==> src/rtl/ahb_sram_ctrl_bw.sv <==
// AHB-Lite slave in front of a single-port synchronous SRAM: byte/halfword/word
// writes via per-lane enables, configurable read wait states, ERROR responses, RAW stall.
module ahb_sram_ctrl_bw #(
    parameter int unsigned MEM_DEPTH   = 4096,
    parameter int unsigned SRAM_AW     = 12,
    parameter int unsigned WAIT_STATES = 0
) (
    input  logic               hclk,
    input  logic               hreset,
    input  logic               hsel,
    input  logic               hready_in,
    input  logic               hwrite,
    input  logic [1:0]         htrans,
    input  logic [2:0]         hsize,
    input  logic [31:0]        haddr,
    input  logic [2:0]         hburst,
    input  logic [31:0]        hwdata,
    output logic               hready,
    output logic [1:0]         hresp,
    output logic [31:0]        hrdata,
    output logic               sram_cen,
    output logic [3:0]         sram_wen,
    output logic [SRAM_AW-1:0] sram_a,
    output logic [31:0]        sram_d,
    input  logic [31:0]        sram_q
);

    typedef enum logic [2:0] {
        S_IDLE, S_RD, S_RD_STALL, S_RD_WAIT, S_WR, S_ERR1, S_ERR2
    } state_t;

    localparam logic [31:0] ADDR_LIMIT = 32'(MEM_DEPTH * 4);
    localparam int unsigned WS_M1      = (WAIT_STATES == 0) ? 0 : WAIT_STATES - 1;
    localparam logic [1:0]  WAIT_LOAD  = 2'(WS_M1);
    localparam state_t      RD_NEXT    = (WAIT_STATES == 0) ? S_RD : S_RD_WAIT;

    state_t             state_q, state_d;
    logic [SRAM_AW-1:0] addr_q, addr_d;
    logic [3:0]         mask_q, mask_d;
    logic [1:0]         cnt_q, cnt_d;

    logic       accept, ready_st, misalign, illegal;
    logic [3:0] mask;
    logic       unused_ok;

    assign unused_ok = ^{hburst, htrans[0]};

    always_comb begin
        accept   = hsel && hready_in && htrans[1];
        ready_st = (state_q == S_IDLE) || (state_q == S_RD) ||
                   (state_q == S_WR)   || (state_q == S_ERR2);
        misalign = 1'b1;
        mask     = 4'b0000;
        case (hsize)
            3'b000: begin misalign = 1'b0;        mask = 4'b0001 << haddr[1:0]; end
            3'b001: begin misalign = haddr[0];    mask = haddr[1] ? 4'b1100 : 4'b0011; end
            3'b010: begin misalign = |haddr[1:0]; mask = 4'b1111; end
            default: ;
        endcase
        illegal = misalign || (haddr >= ADDR_LIMIT);
    end

    always_comb begin
        state_d  = state_q;
        addr_d   = addr_q;
        mask_d   = mask_q;
        cnt_d    = cnt_q;
        hready   = 1'b1;
        hresp    = 2'b00;
        hrdata   = '0;
        sram_cen = 1'b1;
        sram_wen = '1;
        sram_a   = '0;
        sram_d   = '0;
        // Outputs are held at reset values while hreset is high so a pending write is dropped.
        if (!hreset) begin
            case (state_q)
                S_RD:       hrdata = sram_q;
                S_RD_STALL: begin
                    hready   = 1'b0;
                    sram_cen = 1'b0;
                    sram_a   = addr_q;
                    state_d  = RD_NEXT;
                    cnt_d    = WAIT_LOAD;
                end
                S_RD_WAIT: begin
                    hready = 1'b0;
                    if (cnt_q == 2'd0) state_d = S_RD;
                    else               cnt_d   = cnt_q - 2'd1;
                end
                S_WR: begin
                    sram_cen = 1'b0;
                    sram_wen = ~mask_q;
                    sram_a   = addr_q;
                    sram_d   = hwdata;
                end
                S_ERR1: begin
                    hready  = 1'b0;
                    hresp   = 2'b01;
                    state_d = S_ERR2;
                end
                S_ERR2:  hresp = 2'b01;
                default: ;
            endcase
            if (ready_st) begin
                state_d = S_IDLE;
                if (accept) begin
                    if (illegal) begin
                        state_d = S_ERR1;
                    end else if (hwrite) begin
                        state_d = S_WR;
                        addr_d  = haddr[SRAM_AW+1:2];
                        mask_d  = mask;
                    end else if (state_q == S_WR) begin
                        // SRAM busy with the write data phase: replay the read next cycle
                        state_d = S_RD_STALL;
                        addr_d  = haddr[SRAM_AW+1:2];
                    end else begin
                        sram_cen = 1'b0;
                        sram_a   = haddr[SRAM_AW+1:2];
                        state_d  = RD_NEXT;
                        cnt_d    = WAIT_LOAD;
                    end
                end
            end
        end
    end

    always_ff @(posedge hclk) begin
        if (hreset) begin
            state_q <= S_IDLE;
            addr_q  <= '0;
            mask_q  <= '0;
            cnt_q   <= '0;
        end else begin
            state_q <= state_d;
            addr_q  <= addr_d;
            mask_q  <= mask_d;
            cnt_q   <= cnt_d;
        end
    end

endmodule

==> config.mk <==
export PLATFORM = sky130hd
export DESIGN_NAME = ahb_sram_ctrl_bw
export DESIGN_NICKNAME = d
export VERILOG_FILES = /design/src/rtl/ahb_sram_ctrl_bw.sv
export SDC_FILE = /design/constraint.sdc
export NUM_CORES = 1
export LEC_CHECK = 0
export ABC_AREA = 1
export CORE_MARGIN = 2
export CORE_UTILIZATION = 33
export CTS_CLUSTER_DIAMETER = 60
export DETAILED_ROUTE_END_ITERATION = 16
export GPL_TIMING_DRIVEN = 0
export PLACE_DENSITY = 0.86
export REMOVE_ABC_BUFFERS = 1
export SYNTH_ARGS = -nofsm -noshare
export SYNTH_HDL_FRONTEND = slang
export SYNTH_SLANG_ARGS = --single-unit
==> constraint.sdc <==
create_clock -name hclk -period 4.2 [get_ports hclk]
set_input_delay 0.84 -clock hclk [delete_from_list [all_inputs] [get_ports hclk]]
set_output_delay 0.84 -clock hclk [all_outputs]
set_load 0.01 [all_outputs]
==> results_dict.tcl <==
set metrics [dict create \
    status "finished, final reports clean" \
    io_buffers 187 \
    synth_cell_types 27 \
    finalHoldViolCount 0 \
    p_leak_nw 1.99 \
    synth_most_common_cell "nor2_1" \
    hold_slack_ns 0.492 \
    rsz0062_at_grt "false" \
    max-vdd-ir-drop_uv 169 \
    yosysTopAreaCell "nor2_1" \
    synth-edff-count 0 \
    drc 0 \
    cts_tree "done" \
    cts_sinks 21 \
    syn_to_final_growth_pct 96.7 \
    fin_crit_sh_pct 95.7 \
    io_pins 193 \
    preCtsSetupSlack_ns -0.650 \
    cts.clk_slew.worst_paths_ns 0.09 \
    cts_buffers 3 \
    vias 2925 \
    yosysWarnings 0 \
    drtIter0Drc 67 \
    fin_util_pct 67.5 \
    r2r_setup_slack_ns 2.39 \
    synthTopCellsByCount "nor2_1, inv_1, nand2_1" \
    worst_clock_skew_ns 0.00981 \
    yosysSeqAreaShare_pct 20.7 \
    antenna_found_initial 0 \
    grt_max_degree 34 \
    place_congestion 0.803 \
    whs_endpoint "mask_q[1]" \
    worstPathRequired_ns 3.36 \
    first_global_vias 2700 \
    layout.nets 687 \
    avgSynthCellArea_um2 5.10 \
    powerDensity_mw_per_mm2 127 \
    fp.dieW_um 82.5 \
    worst_slew_pin_slew_ns 0.735 \
    cts_hold_buf 0 \
    r2r_cells 8 \
    n_fill_cell 544 \
    synth_top_flop_cell "dfxtp_1" \
    start_kind "input pin" \
    core_area_mm2 0.00592 \
    cts_buffer_depth 2 \
    drv_slew 0 \
    hold_class "register to register" \
    finalWirelength_mm 8.24 \
    via_per_inst 4.49 \
    ctsRootBufferMaster "clkbuf_8" \
    async_flop_share_pct 0 \
    cp-startpoint "htrans[1]" \
    cp-end-kind "output pin" \
    start_util_pct 34.3 \
    synth_area_mm2 0.00203 \
    fin_ws_ns 0.181 \
    wl_per_cell_um 12.6 \
    synthCells 399 \
    ys_ff_latch 21 \
    antenna_cells 0 \
    cts_max_level 1 \
    min_period_ns 4.02 \
    reg2reg_from "state_q[0]" \
    crit_type "input pin to output pin" \
    hp-start "mask_q[1]" \
    dp.final_hpwl_mm 6.48 \
    overflow 0 \
    slew_headroom_pct 51.0 \
    synth_top_area_share_pct 22.9 \
    drive_gt1_share_pct 3.47 \
    cp.arrival_ns 3.18 \
    cp_max_fo 18 \
    std_cell_rows 28 \
    ant_nets 0 \
    grt_pass1_wl_mm 12.2 \
    r2r-end "mask_q[3]" \
    synthTopCellsByArea "nor2_1, dfxtp_1, inv_1, nand2_1, nand4_1" \
    drv_cap 0 \
    dieHeight_um 82.5 \
    worstHoldPathCells 2 \
    dr.pass1.iters 4 \
    clk_latency_ns 0.27 \
    setup_viol_count_final 0 \
    die_area_mm2 0.00681 \
    fmax_mhz 249 \
    track_usage_pct 22.7 \
]
[flip-flops by register name, summed over array words and instances, names as in the netlist]
signal,cells
mask_q,4
cnt_q,2
state_q,3
addr_q,12
[through the flow]
stage / cell area (um2) / total power, mW / cells / TNS [ns]
floorplan: 1960 / 0.247 / 383 / 0
detailed placement: 3920 / 0.369 / 645 / -18.66
global placement: 3920 / 0.365 / 645 / -16.25
finish: 4000 / 0.506 / 652 / 0
CTS: 3990 / 0.505 / 652 / 0
global route: 4000 / 0.528 / 652 / 0
[metal layers]
| layer | vias up | GRT usage (%) | share of wire, % |
|---|---|---|---|
| met5 | - | 0 | 0 |
| met4 | 0 | 4.10 | 0.70 |
| met3 | 7 | 4.89 | 9.2 |
| met2 | 102 | 44.0 | 51 |
| met1 | 1301 | 25.4 | 39 |
| li1 | 1515 | - | - |
[what timing repair did]
| action | CTS | global route |
|---|---|---|
| setup buffers | 2 | 0 |
| pin swaps | 2 | 0 |
| gates cloned | 1 | 0 |
| resized for setup | 0 | 2 |
| endpoints found under the setup margin | 32 | 16 |
[worst max-delay path by stage]
stage                 endpoint  slack (ns)
global route         sram_a[1]        0.03
detailed placement   hrdata[0]       -0.65
CTS                  sram_a[9]        0.12
finish              sram_a[10]        0.18
global placement    hrdata[30]       -0.54
floorplan            hrdata[0]        1.03
[layout make-up]
class / instances / area, um2 / share of cell area, %
tap: 75 / 93.8 / 2.35
clock buffer: 3 / 41.3 / 1.03
timing repair buffer: 189 / 1890 / 47.2
inverter: 107 / 402 / 10.0
sequential: 21 / 420 / 10.5
clock inverter: 1 / 5.00 / 0.125
multi-input combinational: 256 / 1150 / 28.8
[cell families (layout without fill, tap and decap cells)]
kind of cell	after synthesis	count (layout)	share of synthesized area [%]
and+or+nand+nor	228	229	48.1
buffers and inverters	123	300	23.5
DFF	21	21	20.7
AOI/OAI and AO/OA	26	26	7.57
other	1	1	0.184
[critical path, cell delays in order]
cell and delay [ns]:
clkdlybuf4s50_1 0.46, nand3_1 0.18, nor2_4 0.48, inv_2 0.08, o21ai_2 0.16, nand2_2 0.18, nor2_1 0.22, clkdlybuf4s50_1 0.56
[power breakdown]
| group | switching, mW | internal, mW | total (mW) | leakage [nW] |
|---|---|---|---|---|
| sequential | 0.000924 | 0.199 | 0.200 | 0.169 |
| combinational | 0.0584 | 0.107 | 0.166 | 1.79 |
| clock | 0.0740 | 0.0664 | 0.140 | 0.0255 |
[layout by cell type, fill, tap and decap left out, drive strengths merged]
master	instances
clkdlybuf4s50	187
nor2	127
inv	107
nand2	76
dfxtp	21
nand4	16
o21ai	16
a21oi	7
nand3	7
clkbuf	3
buf	2
or2	1
nor3	1
nor4	1
o211ai	1
o31ai	1
o22ai	1
conb	1
clkinv	1
Note: power is estimated with default switching activity, not from simulation.
